[src/rtl/uart_fifo_host_pkg.sv]
// Shared types and sizes for the host side of the UART FIFO pair.
package uart_fifo_pkg;

  typedef logic [7:0] byte_t;
  typedef logic [1:0] rxcnt_t;

  localparam int RXBUF_DEPTH = 2;

  localparam int STAT_W  = 16;
  localparam int STALL_W = 10;
  localparam logic [STALL_W-1:0] STALL_MAX = '1;

endpackage

[src/rtl/uart_fifo_host_if.sv]
// FIFO-side and stream-side signals of uart_fifo_host.
// Statistics outputs exist only when UART_FIFO_HOST_STATS_EN is defined.
interface uart_fifo_host_if;
  import uart_fifo_pkg::*;

  logic  RX_FIFO_RDEN;
  logic  RX_FIFO_EMPTY;
  byte_t RX_FIFO_DIN;
  byte_t M_TDATA;
  logic  M_TVALID;
  logic  M_TLAST;
  logic  M_TREADY;
  byte_t S_TDATA;
  logic  S_TVALID;
  logic  S_TREADY;
  logic  TX_FIFO_WREN;
  logic  TX_FIFO_FULL;
  byte_t TX_FIFO_DOUT;

`ifdef UART_FIFO_HOST_STATS_EN
  logic [STAT_W-1:0]  RX_COUNT;
  logic [STAT_W-1:0]  TX_COUNT;
  logic [STALL_W-1:0] TX_STALL;

  // slave is the host block itself, master is whatever surrounds it
  modport slave (
    input  RX_FIFO_EMPTY, RX_FIFO_DIN, M_TREADY, S_TDATA, S_TVALID, TX_FIFO_FULL,
    output RX_FIFO_RDEN, M_TDATA, M_TVALID, M_TLAST, S_TREADY, TX_FIFO_WREN,
           TX_FIFO_DOUT, RX_COUNT, TX_COUNT, TX_STALL
  );
  modport master (
    output RX_FIFO_EMPTY, RX_FIFO_DIN, M_TREADY, S_TDATA, S_TVALID, TX_FIFO_FULL,
    input  RX_FIFO_RDEN, M_TDATA, M_TVALID, M_TLAST, S_TREADY, TX_FIFO_WREN,
           TX_FIFO_DOUT, RX_COUNT, TX_COUNT, TX_STALL
  );
`else
  modport slave (
    input  RX_FIFO_EMPTY, RX_FIFO_DIN, M_TREADY, S_TDATA, S_TVALID, TX_FIFO_FULL,
    output RX_FIFO_RDEN, M_TDATA, M_TVALID, M_TLAST, S_TREADY, TX_FIFO_WREN,
           TX_FIFO_DOUT
  );
  modport master (
    output RX_FIFO_EMPTY, RX_FIFO_DIN, M_TREADY, S_TDATA, S_TVALID, TX_FIFO_FULL,
    input  RX_FIFO_RDEN, M_TDATA, M_TVALID, M_TLAST, S_TREADY, TX_FIFO_WREN,
           TX_FIFO_DOUT
  );
`endif

endinterface

[src/rtl/uart_fifo_host_rxbuf.sv]
// Two-entry skid buffer behind the RX FIFO read port, tracking the byte
// still in flight from the FIFO so it is never over-requested.
module uart_fifo_host_rxbuf
  import uart_fifo_pkg::*;
(
  input  logic   clk,
  input  logic   rst,
  input  logic   rx_empty,
  input  byte_t  rx_din,
  input  logic   pop,
  output logic   rden,
  output logic   inflight,
  output rxcnt_t count,
  output byte_t  head
);

  byte_t tail;
  logic  rd_ok;

  assign rd_ok = !rx_empty && ((count + rxcnt_t'(inflight)) < rxcnt_t'(RXBUF_DEPTH));
  assign rden  = rd_ok && !rst;

  // The FIFO presents read data the cycle after rden, so inflight marks the push
  always_ff @(posedge clk or posedge rst) begin
    if (rst) begin
      head     <= '0;
      tail     <= '0;
      count    <= '0;
      inflight <= 1'b0;
    end else begin
      inflight <= rd_ok;
      case ({inflight, pop})
        2'b10: begin
          if (count == '0) head <= rx_din;
          else             tail <= rx_din;
          count <= count + 1'b1;
        end
        2'b01: begin
          head  <= tail;
          count <= count - 1'b1;
        end
        2'b11: begin
          if (count == rxcnt_t'(1)) begin
            head <= rx_din;
          end else begin
            head <= tail;
            tail <= rx_din;
          end
        end
        default: ;
      endcase
    end
  end

endmodule

[src/rtl/uart_fifo_host.sv]
// Host end of the UART FIFO pair: RX bytes out as a TLAST-framed stream, TX stream into the FIFO.
// Define UART_FIFO_HOST_STATS_EN to add the RX_COUNT/TX_COUNT/TX_STALL counters.
module uart_fifo_host
  import uart_fifo_pkg::*;
#(
  parameter int IDLE_CYCLES = 64,
  parameter int IDLE_BITS   = 8
) (
  input  logic             CLK,
  input  logic             RESET,
  uart_fifo_host_if.slave  bus
);

  localparam logic [IDLE_BITS-1:0] IDLE_MAX = IDLE_BITS'(IDLE_CYCLES);

  logic                 pop;
  logic                 rden;
  logic                 inflight;
  rxcnt_t               count;
  byte_t                head;
  logic [IDLE_BITS-1:0] timer;
  logic                 holding;
  logic                 hold_last;
  logic                 idle_done;
  logic                 present_now;
  logic                 last_now;

  uart_fifo_host_rxbuf u_rxbuf (
    .clk      (CLK),
    .rst      (RESET),
    .rx_empty (bus.RX_FIFO_EMPTY),
    .rx_din   (bus.RX_FIFO_DIN),
    .pop      (pop),
    .rden     (rden),
    .inflight (inflight),
    .count    (count),
    .head     (head)
  );

  assign bus.RX_FIFO_RDEN = rden;

  assign idle_done = (count == rxcnt_t'(1)) && !inflight && (timer == IDLE_MAX);

  // With framing on, a lone byte waits for the idle gap so it can carry TLAST
  always_comb begin
    present_now = 1'b0;
    last_now    = 1'b0;
    if (IDLE_CYCLES == 0) begin
      present_now = (count != '0);
    end else begin
      present_now = (count == rxcnt_t'(RXBUF_DEPTH)) || idle_done;
      last_now    = idle_done;
    end
  end

  assign bus.M_TVALID = holding | present_now;
  assign bus.M_TLAST  = holding ? hold_last : last_now;
  assign bus.M_TDATA  = head;
  assign pop          = bus.M_TVALID & bus.M_TREADY;

  // holding/hold_last pin an offered byte and its TLAST until the sink takes it
  always_ff @(posedge CLK or posedge RESET) begin
    if (RESET) begin
      timer     <= '0;
      holding   <= 1'b0;
      hold_last <= 1'b0;
    end else begin
      holding   <= bus.M_TVALID & !bus.M_TREADY;
      hold_last <= bus.M_TVALID & !bus.M_TREADY & bus.M_TLAST;
      if (!pop && (count == rxcnt_t'(1)) && !inflight && bus.RX_FIFO_EMPTY) begin
        if (timer != IDLE_MAX) timer <= timer + 1'b1;
      end else begin
        timer <= '0;
      end
    end
  end

  assign bus.S_TREADY     = !bus.TX_FIFO_FULL;
  assign bus.TX_FIFO_WREN = bus.S_TVALID & !bus.TX_FIFO_FULL;
  assign bus.TX_FIFO_DOUT = bus.S_TDATA;

`ifdef UART_FIFO_HOST_STATS_EN
  logic [STAT_W-1:0]  rx_count;
  logic [STAT_W-1:0]  tx_count;
  logic [STALL_W-1:0] tx_stall;

  // Byte counters wrap freely; the stall counter sticks at its maximum
  always_ff @(posedge CLK or posedge RESET) begin
    if (RESET) begin
      rx_count <= '0;
      tx_count <= '0;
      tx_stall <= '0;
    end else begin
      if (pop)              rx_count <= rx_count + 1'b1;
      if (bus.TX_FIFO_WREN) tx_count <= tx_count + 1'b1;
      if (bus.S_TVALID && bus.TX_FIFO_FULL && (tx_stall != STALL_MAX))
        tx_stall <= tx_stall + 1'b1;
    end
  end

  assign bus.RX_COUNT = rx_count;
  assign bus.TX_COUNT = tx_count;
  assign bus.TX_STALL = tx_stall;
`endif

endmodule

[src/flat_wrapper.sv]
// flat-port wrapper written by rule: the top's interface ports become plain ports
module uart_fifo_host_flat import uart_fifo_pkg::*;
#(
  parameter int IDLE_CYCLES = 64,
  parameter int IDLE_BITS   = 8
)
  (CLK, RESET, bus_RX_FIFO_EMPTY, bus_RX_FIFO_DIN, bus_M_TREADY, bus_S_TDATA, bus_S_TVALID, bus_TX_FIFO_FULL, bus_RX_FIFO_RDEN, bus_M_TDATA, bus_M_TVALID, bus_M_TLAST, bus_S_TREADY, bus_TX_FIFO_WREN, bus_TX_FIFO_DOUT);
  uart_fifo_host_if bus_i ();
  input  logic CLK;
  input  logic RESET;
  input wire logic [$bits(bus_i.RX_FIFO_EMPTY)-1:0] bus_RX_FIFO_EMPTY;
  input wire logic [$bits(bus_i.RX_FIFO_DIN)-1:0] bus_RX_FIFO_DIN;
  input wire logic [$bits(bus_i.M_TREADY)-1:0] bus_M_TREADY;
  input wire logic [$bits(bus_i.S_TDATA)-1:0] bus_S_TDATA;
  input wire logic [$bits(bus_i.S_TVALID)-1:0] bus_S_TVALID;
  input wire logic [$bits(bus_i.TX_FIFO_FULL)-1:0] bus_TX_FIFO_FULL;
  output wire logic [$bits(bus_i.RX_FIFO_RDEN)-1:0] bus_RX_FIFO_RDEN;
  output wire logic [$bits(bus_i.M_TDATA)-1:0] bus_M_TDATA;
  output wire logic [$bits(bus_i.M_TVALID)-1:0] bus_M_TVALID;
  output wire logic [$bits(bus_i.M_TLAST)-1:0] bus_M_TLAST;
  output wire logic [$bits(bus_i.S_TREADY)-1:0] bus_S_TREADY;
  output wire logic [$bits(bus_i.TX_FIFO_WREN)-1:0] bus_TX_FIFO_WREN;
  output wire logic [$bits(bus_i.TX_FIFO_DOUT)-1:0] bus_TX_FIFO_DOUT;
  assign bus_i.RX_FIFO_EMPTY = bus_RX_FIFO_EMPTY;
  assign bus_i.RX_FIFO_DIN = bus_RX_FIFO_DIN;
  assign bus_i.M_TREADY = bus_M_TREADY;
  assign bus_i.S_TDATA = bus_S_TDATA;
  assign bus_i.S_TVALID = bus_S_TVALID;
  assign bus_i.TX_FIFO_FULL = bus_TX_FIFO_FULL;
  assign bus_RX_FIFO_RDEN = bus_i.RX_FIFO_RDEN;
  assign bus_M_TDATA = bus_i.M_TDATA;
  assign bus_M_TVALID = bus_i.M_TVALID;
  assign bus_M_TLAST = bus_i.M_TLAST;
  assign bus_S_TREADY = bus_i.S_TREADY;
  assign bus_TX_FIFO_WREN = bus_i.TX_FIFO_WREN;
  assign bus_TX_FIFO_DOUT = bus_i.TX_FIFO_DOUT;
  uart_fifo_host #(.IDLE_CYCLES(IDLE_CYCLES), .IDLE_BITS(IDLE_BITS)) u_core (.CLK(CLK), .RESET(RESET), .bus(bus_i));
endmodule
[config.mk]
export PLATFORM = sky130hd
export DESIGN_NAME = uart_fifo_host_flat
export DESIGN_NICKNAME = d
export VERILOG_FILES = /design/src/rtl/uart_fifo_host_pkg.sv /design/src/rtl/uart_fifo_host_if.sv /design/src/rtl/uart_fifo_host_rxbuf.sv /design/src/rtl/uart_fifo_host.sv /design/src/flat_wrapper.sv
export SDC_FILE = /design/constraint.sdc
export NUM_CORES = 1
export LEC_CHECK = 0
export CAP_MARGIN = 10
export CORE_MARGIN = 8
export CORE_UTILIZATION = 49
export DETAILED_ROUTE_END_ITERATION = 6
export GPL_ROUTABILITY_DRIVEN = 0
export PLACE_DENSITY = 0.79
export SYNTH_ARGS = -nofsm -noshare
export SYNTH_HDL_FRONTEND = slang
export SYNTH_SLANG_ARGS = --single-unit
export TNS_END_PERCENT = 50
[constraint.sdc]
create_clock -name CLK -period 2.7 [get_ports CLK]
set_input_delay 0.54 -clock CLK [delete_from_list [all_inputs] [get_ports CLK]]
set_output_delay 0.54 -clock CLK [all_outputs]
set_load 0.02 [all_outputs]
# Word level (Yosys, flattened, before mapping)
# Cells that the tools add are included.
# op_classes
add_sub_neg	4
reduce_logical	20
n_mux	10
n_bitwise	5
n_lt_le_gt_ge	1
n_eq_ne	11
# op_table
operator	n
$mux W8	6
$pmux W8 S3	1
$pmux W8 S2	1
$add A8 B1 Y8 const B	1
$eq A8 B7 Y1 const B	1
$ne A2 B2 Y1 const B	4
$ne A8 B7 Y1 const B	1
$logic_and A1 B1 Y1	7
$eq A2 B2 Y1 const B	3
$logic_not A1 Y1	6
$and A1 B1 Y1	4
$eq A2 B1 Y1 const B	2
$pmux W2 S2	1
$reduce_bool A2 Y1	2
$reduce_and A3 Y1	1
$reduce_bool A3 Y1	1
$add A2 B1 Y2	1
$add A2 B1 Y2 const B	1
$logic_not A2 Y1	1
$lt A2 B2 Y1 const B	1
$reduce_and A2 Y1	1
$sub A2 B1 Y2 const B	1
$logic_or A1 B1 Y1	1
$mux W1	1
$or A1 B1 Y1	1
# totals
elab_cells	58
ff_bits	29
out_inout_bits	21

# Logic depth before layout (Yosys ltp)
# depth
ltp_word	11
ltp_mapped	7

# Modules after synthesis
# Synthesis repeated with hierarchy kept, for this count alone.
# unflattened
cells_unflattened	164
hier_area_um2	1642.8
# by_module_without_submodules
mod	seq_area_each_um2	cells_per_inst	n_inst	area_per_inst_um2
uart_fifo_host_rxbuf	475.5	91	1	965.9
uart_fifo_host	250.2	73	1	676.9

# Worst setup path after synthesis
# OpenSTA, ideal clock, no wires.
# synth_path
path_kind	register to output
start	reg u_core.timer[0]
end	out bus_M_TLAST
path_slack_ns	0.338
t_required_ns	2.160
path_stages_with_launch	6
arrival_time_ns	1.822
path_buffers	0
cell_sequence	dfrtp_1 > inv_1 > ha_1 > nor4b_1 > nand2_1 > o31ai_1
# synth_between
elab_chain_cells	3
# synth_lines
element	line	rtl
start: declaration	uart_fifo_host.sv:21	logic [IDLE_BITS-1:0] timer;
start signal: assignment	uart_fifo_host.sv:71	if (timer != IDLE_MAX) timer <= timer + 1'b1;
$eq A8 B7 Y1	uart_fifo_host.sv:42	assign idle_done = (count == rxcnt_t'(1)) && !inflight && (timer == IDLE_MAX);
$logic_and A1 B1 Y1	uart_fifo_host.sv:42	
$mux W1	uart_fifo_host.sv:57	assign bus.M_TLAST = holding ? hold_last : last_now;
end: declaration	flat_wrapper.sv:20	output wire logic [$bits(bus_i.M_TLAST)-1:0] bus_M_TLAST;
# Every way passes these cells.

# Worst setup path in the final report
# layout_path
start	reg u_core.timer[1]
end	out bus_M_TLAST
# Same word-level chain as after synthesis.

==> flow_metrics.tcl <==
set metrics [dict create \
    outcome "finished clean" \
    finalHoldViolCount 0 \
    fin_crit_ps 2560 \
    critPathTopFamily "flip-flops" \
    max_stage_delay_ps 440 \
    gr-usage-all-layers_pct 15.8 \
    drv_cap 0 \
    synthTopCellsByCount "dfrtp_1 (29), nor2_1 (19), nand2_1 (17), nand3_1 (12), inv_1 (9)" \
    syn2layout_area_growth_pct 21.0 \
    cts-buffers-inserted 5 \
    netlist-cell-type-count 46 \
    whs_ps 537 \
    htreeDepth 2 \
    grt_pass1_wl_um 7530 \
    die_area_mm2 0.00577 \
    avgSynthCellArea_um2 9.96 \
    antenna_left 0 \
    utilization_pct 62.9 \
    cp_slowest_cell "dfrtp_1" \
    die_height_um 76.0 \
    ys_seq_area_share_pct 41.2 \
    reg2reg_to "u_core.u_rxbuf.tail[0]" \
    wirelength_um 4340 \
    first_iter_violations 84 \
    worst_r2r_path_depth 6 \
    cts_tree "done" \
    fill_cells 270 \
    nets 236 \
    min_to "u_core.u_rxbuf.count[0]" \
    finalCritPeriodShare_pct 94.9 \
    worstSetupPathType "reg -> out" \
    drcViolationCount 0 \
    synth.area.top_cells "dfrtp_1 (41%), mux2_2 (5.1%), nor2_1 (4.0%)" \
    min_path_cells 1 \
    grt_pass1_vias 1589 \
    r2r_slack_ps 350 \
    pin_count 43 \
    crit_fanout 6 \
    skew_ps 11.0 \
    synth_ff_type "dfrtp_1" \
    synthCells 177 \
    clock_sinks 29 \
    finalMaxSlewViolations 0 \
    grt_start_max_net_pins 30 \
    vias_per_cell 5.86 \
    worst-slew-pin-transition_ps 816 \
    worst-path-buf-inv 2 \
    yosysMostFrequentCell "dfrtp_1" \
    fmax_mhz 390 \
    wl_per_cell_um 17.0 \
    rsz0062_at_grt "yes" \
    setup_violations 0 \
    overflow 0 \
    multi_input_area_um2 927 \
    cts_buffer_depth 2 \
    synth_top_area_share_pct 41.2 \
    yosys_warnings 0 \
    die_w_um 76.0 \
    register_area_um2 727 \
    path_cells "inv_1 > ha_1 > nor4b_2 > nand2_1 > o31ai_1 > dlygate4sd1_1" \
    rows 21 \
    antenna_found_initial 0 \
    hold_buffers 0 \
    vias 1499 \
    setup_tns_ps 0 \
    dpl.cell_count 248 \
    reg2reg_from "u_core.u_rxbuf.count[0]" \
    hp-start "u_core.u_rxbuf.count[0]" \
    synth_area_mm2 0.00176 \
    end_kind "output pin" \
    diodes 0 \
    ys_ff_latch 29 \
    core_area_mm2 0.00339 \
    ys_async_sr_fraction_pct 100 \
    startpoint_type "flip-flop" \
    placement.io_buffers 26 \
    p_per_area_mw_per_mm2 1010 \
    start_util_pct 52.0 \
    dpl.hpwl_um 3290 \
    hold_path.class "reg -> reg" \
    cts_setup_buffers 0 \
    leakagePower_nw 0.885 \
    synth_edf_count 0 \
    clock_tree.root_cell "clkbuf_4" \
    synth_nets 204 \
    clk_latency_ps 330 \
    ir_drop_mv 0.390 \
    cp.required_ps 2160 \
    drive_above_1_share_pct 18.1 \
    stdcell_count 256 \
    clk_pin_slew_ps 100 \
    yosys.area.top_type "dfrtp_1" \
    drt-pass1-iter-count 4 \
    timing.slew.headroom_pct 45.0 \
    cp.arrival_ps 2020 \
]
==> flip-flops by register name, indices dropped and copies added, names as in the netlist <==
name                     count
u_core.hold_last             1
u_core.holding               1
u_core.timer                 8
u_core.u_rxbuf.count         2
u_core.u_rxbuf.head          8
u_core.u_rxbuf.inflight      1
u_core.u_rxbuf.tail          8
==> cell families after synthesis <==
logic type	count (synthesis)	synth area share (%)
AO/OA/AOI/OAI	38	20.3
XOR/XNOR	8	3.97
adder cells (fa/ha/maj)	5	3.55
buffers and inverters	21	6.60
flip-flops	29	41.2
multiplexers	8	5.11
AND/OR/NAND/NOR	68	19.3
==> cell usage in the layout (no fill, tap or decap), types with 2 or more instances in the layout <==
cell type,netlist,routed
nand3_1,12,12
buf_4,8,11
o21a_1,2,2
inv_1,9,9
dfrtp_1,29,28
a32oi_1,4,4
clkbuf_4,0,5
a32o_1,4,4
and2_1,2,2
nor3_1,2,2
a21o_1,2,2
a21oi_1,3,3
clkinv_2,0,2
o21ai_0,2,2
a41oi_2,2,2
nor2b_1,2,2
xor2_1,5,5
a41oi_1,6,6
mux2_2,8,8
a22oi_1,4,4
nand3b_1,2,2
ha_1,5,5
clkdlybuf4s50_1,0,24
nand2b_1,2,2
xnor2_1,3,3
nor2_1,19,19
nand2_1,17,17
==> stage by stage <==
stage / power (mW) / area [µm²] / worst slack, ps
after floorplan: 1.51 / 1760 / 338
after global placement: 1.85 / 2080 / 133
after detailed placement: 1.91 / 2080 / 68.3
after CTS: 2.17 / 2130 / -5.10
after global routing: 2.32 / 2130 / -46.9
final: 2.16 / 2130 / 137
==> where the power goes <==
| part | leakage [nW] | total, mW | switching [mW] | internal, mW |
|---|---|---|---|---|
| Clock | 0.0320 | 0.248 | 0.149 | 0.0989 |
| Sequential | 0.353 | 0.736 | 0.146 | 0.591 |
| Combinational | 0.500 | 1.18 | 0.623 | 0.557 |
| Total | 0.885 | 2.16 | 0.918 | 1.25 |
==> how the worst max path moves through the flow <==
stage / from / endpoint / slack [ps] / depth (start not counted)
after floorplan: u_core.timer[0] / bus_M_TLAST / 340 / 5
after global placement: u_core.timer[1] / bus_M_TVALID / 130 / 5
after detailed placement: u_core.timer[1] / bus_M_TLAST / 70 / 6
after CTS: u_core.timer[1] / bus_M_TLAST / -5 / 6
after global routing: u_core.timer[1] / bus_M_TLAST / -50 / 6
final: u_core.timer[1] / bus_M_TLAST / 140 / 6
==> cell type report <==
type / count / area share (%)
Multi-Input combinational cell: 127 / 43.5
Sequential cell: 29 / 34.1
Timing Repair Buffer: 37 / 15.8
Tap cell: 46 / 2.70
Clock buffer: 6 / 1.94
Inverter: 9 / 1.58
Clock inverter: 2 / 0.469
==> routing by layer <==
layer  up-vias  track usage [%]  wire length [µm]
li1        706                -                 -
met1       725             16.5              1700
met2        58             27.2              2280
met3        10             5.66               275
met4         0             8.24                91
met5         -                0                 0
==> timing repair <==
item,in CTS,in global routing
endpoints found under the setup margin,2,3
hold endpoints to repair,0,0
resized for setup,3,5
Note: power is estimated with default switching activity, not from simulation.
